$ cat config.mk
export PLATFORM = sky130hd
export DESIGN_NAME = plru_set_tracker
export DESIGN_NICKNAME = d
export VERILOG_FILES = /design/src/rtl/plru_set_tracker.sv
export SDC_FILE = /design/constraint.sdc
export NUM_CORES = 2
export LEC_CHECK = 0
export BUFFER_PORTS_ARGS = -buffer_cell sky130_fd_sc_hd__buf_2
export CORE_UTILIZATION = 35
export CTS_CLUSTER_SIZE = 40
export DETAILED_ROUTE_END_ITERATION = 8
export MAX_ROUTING_LAYER = met4
export PLACE_DENSITY_LB_ADDON = 0.15
export SLEW_MARGIN = 0
export SYNTH_ARGS = -nofsm -noshare
export SYNTH_HDL_FRONTEND = slang
export SYNTH_SLANG_ARGS = --single-unit
export TNS_END_PERCENT = 100
$ cat constraint.sdc
create_clock -name clk -period 5 [get_ports clk]
set_input_delay 0.5 -clock clk [delete_from_list [all_inputs] [get_ports clk]]
set_output_delay 0.5 -clock clk [all_outputs]
set_load 0.02 [all_outputs]
$ cat src/rtl/plru_set_tracker.sv
// Per-set tree pseudo-LRU state for the L1D: victim lookups with one-cycle latency,
// MRU marking on touch (hit) and alloc (refill), and write-first bypass to lookups.
module plru_set_tracker #(
  parameter int NSET  = 64,
  parameter int NWAY  = 8,
  parameter int IDX_W = $clog2(NSET),
  parameter int WAY_W = $clog2(NWAY),
  parameter int LRU_W = NWAY - 1
) (
  input  logic             clk,
  input  logic             rst_n,
  input  logic             lkp_vld_i,
  input  logic [IDX_W-1:0] lkp_idx_i,
  input  logic [NWAY-1:0]  lkp_inv_mask_i,
  output logic             victim_vld_o,
  output logic [WAY_W-1:0] victim_way_o,
  output logic [LRU_W-1:0] victim_lru_o,
  input  logic             touch_vld_i,
  input  logic [IDX_W-1:0] touch_idx_i,
  input  logic [WAY_W-1:0] touch_way_i,
  input  logic             alloc_vld_i,
  input  logic [IDX_W-1:0] alloc_idx_i,
  input  logic [WAY_W-1:0] alloc_way_i
);

  logic [NSET-1:0][LRU_W-1:0] lruMem_q;
  logic                       victimVld_q;
  logic [WAY_W-1:0]           victimWay_q;
  logic [LRU_W-1:0]           victimLru_q;

  logic [LRU_W-1:0] allocTree_d;
  logic [LRU_W-1:0] touchBase_d;
  logic [LRU_W-1:0] touchTree_d;
  logic [LRU_W-1:0] lkpTree_d;
  logic [WAY_W-1:0] victimWay_d;

  // idx tracks (heap node - 1); each node points away from the way's path
  function automatic logic [LRU_W-1:0] markMru(input logic [LRU_W-1:0] tree,
                                               input logic [WAY_W-1:0] way);
    logic [LRU_W-1:0] t;
    logic [WAY_W-1:0] idx;
    logic [WAY_W-1:0] w;
    logic             b;
    t   = tree;
    idx = '0;
    w   = way;
    for (int k = 0; k < WAY_W; k++) begin
      b      = w[WAY_W-1];
      t[idx] = ~b;
      idx    = WAY_W'(2 * int'(idx) + 1 + int'(b));
      w      = w << 1;
    end
    return t;
  endfunction

  function automatic logic [WAY_W-1:0] treeWalk(input logic [LRU_W-1:0] tree);
    logic [WAY_W-1:0] idx;
    logic [WAY_W-1:0] way;
    logic             b;
    idx = '0;
    way = '0;
    for (int k = 0; k < WAY_W; k++) begin
      b   = tree[idx];
      way = (way << 1) | WAY_W'(b);
      idx = WAY_W'(2 * int'(idx) + 1 + int'(b));
    end
    return way;
  endfunction

  function automatic logic [WAY_W-1:0] lowestSet(input logic [NWAY-1:0] mask);
    logic [NWAY-1:0]  m;
    logic [WAY_W-1:0] way;
    logic             found;
    m     = mask;
    way   = '0;
    found = 1'b0;
    for (int i = 0; i < NWAY; i++) begin
      if (m[0] && !found) begin
        way   = WAY_W'(i);
        found = 1'b1;
      end
      m = m >> 1;
    end
    return way;
  endfunction

  // Alloc lands first, touch is layered on top when both hit one set
  always_comb begin
    allocTree_d = markMru(lruMem_q[alloc_idx_i], alloc_way_i);
    touchBase_d = lruMem_q[touch_idx_i];
    if (alloc_vld_i && (alloc_idx_i == touch_idx_i)) touchBase_d = allocTree_d;
    touchTree_d = markMru(touchBase_d, touch_way_i);

    lkpTree_d = lruMem_q[lkp_idx_i];
    if (alloc_vld_i && (alloc_idx_i == lkp_idx_i)) lkpTree_d = allocTree_d;
    if (touch_vld_i && (touch_idx_i == lkp_idx_i)) lkpTree_d = touchTree_d;

    victimWay_d = (|lkp_inv_mask_i) ? lowestSet(lkp_inv_mask_i) : treeWalk(lkpTree_d);
  end

  always_ff @(posedge clk or negedge rst_n) begin
    if (!rst_n) begin
      lruMem_q <= '0;
    end else begin
      if (alloc_vld_i) lruMem_q[alloc_idx_i] <= allocTree_d;
      if (touch_vld_i) lruMem_q[touch_idx_i] <= touchTree_d;
    end
  end

  always_ff @(posedge clk or negedge rst_n) begin
    if (!rst_n) begin
      victimVld_q <= 1'b0;
      victimWay_q <= '0;
      victimLru_q <= '0;
    end else begin
      victimVld_q <= lkp_vld_i;
      if (lkp_vld_i) begin
        victimWay_q <= victimWay_d;
        victimLru_q <= lkpTree_d;
      end
    end
  end

  assign victim_vld_o = victimVld_q;
  assign victim_way_o = victimWay_q;
  assign victim_lru_o = victimLru_q;

endmodule

======== After elaboration in Yosys (flattened, before gate mapping) ========
Cells that the tools add are included.
cells by class
  add/sub/neg operators ................... 9
  magnitude comparators ................... 15
  equal/unequal tests ..................... 3
  muxes and demuxes ....................... 48
  bitwise gates (word level) .............. 8
  reduce and logical (&&, ||, !) cells .... 24
operators with widths
  operator                                             count
  bitwise mux 448 bit                                  2
  two-way mux 448 bit                                  2
  binary-select mux 7 bit (select 6 bit)               3
  demux 7 bit (select 6 bit)                           2
  two-way mux 7 bit                                    8
  bitwise mux 7 bit                                    4
  < comparator 6 x 7 -> 1 bit, second input constant   3
  equality test 6 bit                                  3
  logical AND 1 bit                                    16
  two-way mux 3 bit                                    5
  two-way mux 1 bit                                    14
  demux 1 bit (select 3 bit)                           4
  >= comparator 6 x 1 -> 1 bit, second input constant  2
  < comparator 2 x 4 -> 1 bit, second input constant   3
  < comparator 3 x 4 -> 1 bit, second input constant   3
  adder 3 x 1 -> 3 bit                                 3
  adder 3 x 1 -> 3 bit, second input constant          3
  OR reduction 8 bit                                   1
  zero test 1 bit                                      7
  adder 1 x 1 -> 2 bit, first input constant           3
  binary-select mux 1 bit (select 3 bit)               2
  >= comparator 3 x 1 -> 1 bit, second input constant  2
  NOT 1 bit                                            6
  >= comparator 2 x 1 -> 1 bit, second input constant  2
  3 further kinds                                      4
storage, ports and cells
  flip-flop bits (word level) ............. 459
  output and inout bits ................... 11
  logic and storage cells ................. 174

======== Longest topological paths before layout ========
  depth after elaboration ................. 23
  depth in mapped cells ................... 21

======== Worst setup path after synthesis ========
No wires, ideal clock.
  path kind ............................... in2reg
  start point ............................. in lkp_idx_i[2]
  end point ............................... reg victimWay_q[0] (netlist: victim_way_o[0])
  setup time .............................. 133 ps
  arrival ................................. 3,714 ps
  data required time ...................... 4,867 ps
  path slack .............................. 1,154 ps
  stages .................................. 15
  buffers on the path ..................... 4
  cell sequence ........................... buf_2 buf_2 buf_2 clkbuf_1 mux4_2 mux2i_1 o211ai_1 a31oi_1 o31ai_1 and2_1 a32oi_1 ha_1 o311a_1 a31oi_1 o211ai_1
on the way
  cells in the longest elaborated chain, start to end .. 12
  elaborated cells on any way between the ends .. 17
  classes of those cells .................. add/sub (3); eq/ne (2); mux (9); bitwise (1); reduce/logical (2)
RTL lines
  element                                                                        line    text
  start: declaration                                                             13      input logic [IDX_W-1:0] lkp_idx_i,
  binary-select mux 7 bit (select 6 bit) or equality test 6 bit (tied branches)  94, 95
  two-way mux 7 bit (implied by the code) or logical AND 1 bit (tied branches)   94, 95
  two-way mux 7 bit                                                              95      if (alloc_vld_i && (alloc_idx_i == lkp_idx_i)) lkpTree_d = allocTree_d;
  two-way mux 7 bit *                                                            96      if (touch_vld_i && (touch_idx_i == lkp_idx_i)) lkpTree_d = touchTree_d;
  adder 1 x 1 -> 2 bit                                                           65      idx = WAY_W'(2 * int'(idx) + 1 + int'(b));
  binary-select mux 1 bit (select 3 bit)                                         63      b = tree[idx];
  two-way mux 1 bit (implied by the code)                                        63
  adder 3 x 1 -> 3 bit                                                           65
  binary-select mux 1 bit (select 3 bit) *                                       63
  two-way mux 1 bit (implied by the code) *                                      63
  bitwise OR 3 x 1 -> 3 bit *                                                    64      way = (way << 1) | WAY_W'(b);
  two-way mux 3 bit *                                                            98      victimWay_d = (|lkp_inv_mask_i) ? lowestSet(lkp_inv_mask_i) : treeWalk(lkpTree_d);
  end signal: assignment                                                         118     victimWay_q <= victimWay_d;
  end: declaration                                                               28      logic [WAY_W-1:0] victimWay_q;
Mark *: on every way between the ends. The rest lies on a longest branch, timed or not. The select of a mux whose other input is x is not followed.
A chain may end at the register's enable or synchronous reset.

======== Final worst setup path ========
  start point ............................. reg lruMem_q[78] in the netlist's numbering
  end point ............................... reg victimWay_q[0] (netlist: victim_way_o[0])
on the way
  cells in the longest elaborated chain, start to end .. 15
  elaborated cells on any way between the ends .. 20
  classes of those cells .................. add/sub (1); mux (18); bitwise (1)
RTL lines
  element                                    line  text
  start: declaration                         26    logic [NSET-1:0][LRU_W-1:0] lruMem_q;
  start signal: indexed assignment           105   if (alloc_vld_i) lruMem_q[alloc_idx_i] <= allocTree_d;
  start signal: indexed assignment           106   if (touch_vld_i) lruMem_q[touch_idx_i] <= touchTree_d;
  binary-select mux 7 bit (select 6 bit)     89    allocTree_d = markMru(lruMem_q[alloc_idx_i], alloc_way_i);
  two-way mux 7 bit (implied by the code)    89
  bitwise mux 7 bit (2 in a row)             49    t[idx] = ~b;
  two-way mux 7 bit                          91    if (alloc_vld_i && (alloc_idx_i == touch_idx_i)) touchBase_d = allocTree_d;
  bitwise mux 7 bit (2 in a row)             49
  two-way mux 7 bit *                        96
  binary-select mux 1 bit (select 3 bit)     63
  two-way mux 1 bit (implied by the code)    63
  adder 3 x 1 -> 3 bit                       65
  binary-select mux 1 bit (select 3 bit) *   63
  two-way mux 1 bit (implied by the code) *  63
  bitwise OR 3 x 1 -> 3 bit *                64
  two-way mux 3 bit *                        98
Marked as above.

==> reports/metrics.csv <==
stage;metric;value;unit
yosys;Synth async-reset ratio;1.00;
cts;clk buf depth;3;
drt;M1 wire length;74.9;mm
global_route;largest net degree at the start of global routing;113;
worst_setup_path;worst r2r dst;victim_way_o[0];
yosys;#FFs+latches synth;459;
status;failing checks;max-capacitance violations, max-slew violations;
sta;Slew HR;-0.0190;
cts;clock latency on the worst-skew pair;0.66;ns
drt;metal2 WL;75.3;mm
yosys;Synth Area per Inst;9.09;sq um
worst_setup_path;endpoint class of the critical path;register;
yosys;cell area after synthesis;32900;sq um
global_route;initial antenna violation count;4;
worst_setup_path;Worst R2R Setup Slack;0.74;ns
drt;total vias in the final route;31400;
placed_design;Post-DP Area;35100;sq um
sta;Fin Hold WS;0.136;ns
hold_path;Worst Hold Class;primary input to register;
sta;clock skew;0.0233;ns
yosys;main combinational cell family by area after synthesis;multiplexers;
run;maxcap violations;1;
global_route;vias in the first global route;28900;
floorplanning;die footprint;95100;sq um
drt;DR pass1 iterations;6;
global_route;GRT Overall Usage;0.384;
final_layout;FF+latch area;11500;sq um
pwr;Pleak;15.9;nW
placed_design;Final GP Congestion;1.09;
sta;Max Slew Vio Count;2;
hold_path;Hold Path Depth;1;
yosys;mux share of post-synthesis cell area;0.250;
sta;Worst-Margin Slew;1.51;ns
cts;root buffer cell;clkbuf_16;
floorplanning;die height;308;um
drt;DRT Wirelength;178;mm
sta;final-report setup violation count;0;
sta;Final Hold Viols;0;
floorplanning;core area;93200;sq um
yosys;Synth Warn #;0;
worst_setup_path;WS Path Type;register to register;
drt;remaining antenna violation count;0;
final_layout;Syn-to-layout area delta;12.5;%
worst_setup_path;Critical R2R Launch;lruMem_q[78];
final_layout;post-route cell area;37000;sq um
worst_setup_path;type of origin of the critical path;register;
drt;DR WL met3;17.7;mm
hold_path;HP Start;lkp_vld_i;
cts;Post-CTS Setup Bufs;0;
placed_design;Port Buffers;47;
cts;CTS resizes;0;
yosys;Seq/Total Area, Yosys;0.350;
global_route;first-pass GRT wire length;247;mm
placed_design;placed wire-length estimate;130;mm
final_layout;Filler cells;9208;
yosys;Simple-Gate Fraction of Synth Area;0.140;
worst_setup_path;CP Data Required Time;5.54;ns
worst_setup_path;Arr. time, crit path;4.80;ns
global_route;GRT overflow;0;
floorplanning;# rows;112;
yosys;xor/xnor cell area share of the yosys netlist;0.00480;
sta;RSZ-0062 raised after global routing;false;
yosys;Main synth FF type;dfrtp_1;
drt;vias per cell;6.46;
cts;clk slew on worst S/H paths;0.07;ns
yosys;Post-synth EDFFs;0;
final_layout;nets;3599;
sta;setup_tns;0;ns
hold_path;Min-Delay Endpoint;victim_vld_o;
yosys;Mapped Nets;3664;
yosys;fraction of the mapped netlist area in adder cells;0.00419;
floorplanning;Initial Util;0.353;
floorplanning;Die X;308;um
yosys;Synth Instances;3616;
status;status;complete, but fails checks;
floorplanning;num ports;48;
sta;post-route minimum period;4.26;ns
pwr;Power Density;407;nW/um^2
sta;Max Clk Rate;0.235;GHz
sta;Final period util;0.853;
yosys;post-synthesis cell type count;82;
pwr;Worst VDD drop;241;uV
final_layout;area of the multi-input gates;19800;sq um
worst_setup_path;R2R depth;13;
cts;clock sink total;459;
final_layout;layout cells sized above 1;0.190;
cts;CTS tree;yes;
drt;DRT iter0 DRCs;4561;
yosys;compound-cell area share of the yosys netlist;0.198;
drt;WL/cell;36.7;um
cts;htree depth;2;
drt;top routing layer used;met4;
worst_setup_path;top fanout value on the critical path;5;
drt;drt drc;0;
cts;number of buffers created by CTS;55;
## cells in the mapped netlist (19+ instances only)
cell type,number,area [sq um]
a22oi_1,51,383
a211oi_1,109,818
mux4_2,200,4500
o22ai_1,44,275
nand2b_1,19,119
buf_2,82,410
nor2b_1,31,194
mux2i_1,270,2700
a221oi_1,47,412
nor2_1,362,1360
buf_1,24,90.1
nand3_1,36,180
clkbuf_1,260,976
dfrtp_1,459,11500
and3_1,44,275
inv_1,26,97.6
mux2_2,88,991
o21ai_1,66,330
o21ai_0,286,1430
nand2_1,501,1880
a21oi_1,317,1590
## cells by family (layout without fill, tap and decap cells)
logic type / Yosys count / count (layout)
AND/OR/NAND/NOR: 1082 / 1082
other: 0 / 3
multiplexers: 559 / 559
adder cells (fa/ha/maj): 11 / 11
flip-flops: 459 / 459
XOR/XNOR: 18 / 18
AO/OA/AOI/OAI: 1070 / 1070
buffers and inverters: 417 / 395
## worst max-delay path, cell delays in order (launching register included)
cell and delay [ns]:
dfrtp_1 0.50, mux4_2 0.53, mux2_2 0.30, a22oi_1 0.35
o21ai_0 0.17, o31ai_1 0.53, buf_4 0.24, o211a_1 0.17
o31ai_1 0.11, a32oi_1 0.27, ha_1 0.34, o311a_1 0.36
a31oi_1 0.16, o211ai_1 0.11
## report_power, final
| group | total [mW] | switching [mW] | internal (mW) |
|---|---|---|---|
| clock | 4.13 | 1.71 | 2.42 |
| combinational | 4.58 | 2.58 | 2.00 |
| sequential | 6.34 | 1.72 | 4.62 |
## registers in the layout, indices dropped and copies added, names as in the netlist
signal / cells
lruMem_q: 448
victim_vld_o: 1
victim_way_o: 3
victim_lru_o: 7
## area by class of cell
class / count / area share
Timing Repair Buffer: 262 / 0.0586
Antenna cell: 3 / 0.000203
Sequential cell: 459 / 0.311
Multi-Input combinational cell: 2740 / 0.535
Tap cell: 1254 / 0.0424
Clock inverter: 15 / 0.00467
Clock buffer: 85 / 0.0447
Inverter: 33 / 0.00335
## cell usage in the layout, fill, tap and decap left out, types with 19 or more instances in the layout
cell type  count
mux2_2        88
nor2_1       359
inv_1         26
o21ai_1       63
nand2b_1      19
nor2b_1       31
o21ai_0      285
a21oi_1      316
nand2_1      498
mux2i_1      269
buf_4        199
o22ai_1       43
a221oi_1      47
buf_12        22
and3_1        44
a211oi_1     109
a22oi_1       51
buf_2         37
dfrtp_1      459
clkbuf_16     57
mux4_2       200
nand3_1       34
## metal layers
metal	up-vias	global-route usage
met5	-	-
met4	0	0.186
met3	401	0.0787
met2	1983	0.544
met1	15800	0.519
li1	13200	-
## through the flow
stage	std cells	total power [mW]	utilization	worst slack [ns]
after floorplan	3616	8.21	-	1.15
after global placement	4747	10.7	0.377	0.298
after detailed placement	4747	10.7	0.377	0.230
after CTS	4848	14.9	0.397	0.837
after global routing	4850	15.5	0.397	0.636
final	4851	15.0	0.397	0.737
## worst max-delay path by stage
stage,from,to,slack [ns],cells past startpoint
after floorplan,lkp_idx_i[2],victim_way_o[0],1.15,15
after global placement,alloc_idx_i[0],victim_way_o[0],0.30,14
after detailed placement,alloc_idx_i[0],victim_way_o[0],0.23,14
after CTS,lruMem_q[57],victim_way_o[0],0.84,13
after global routing,lruMem_q[78],victim_way_o[0],0.64,13
final,lruMem_q[78],victim_way_o[0],0.74,13
## timing repair
item / CTS / global route
hold endpoints to repair: 69 / 0
setup endpoints to repair: 0 / 0
hold buffers: 1 / 0
(Power assumes the default switching activity.)
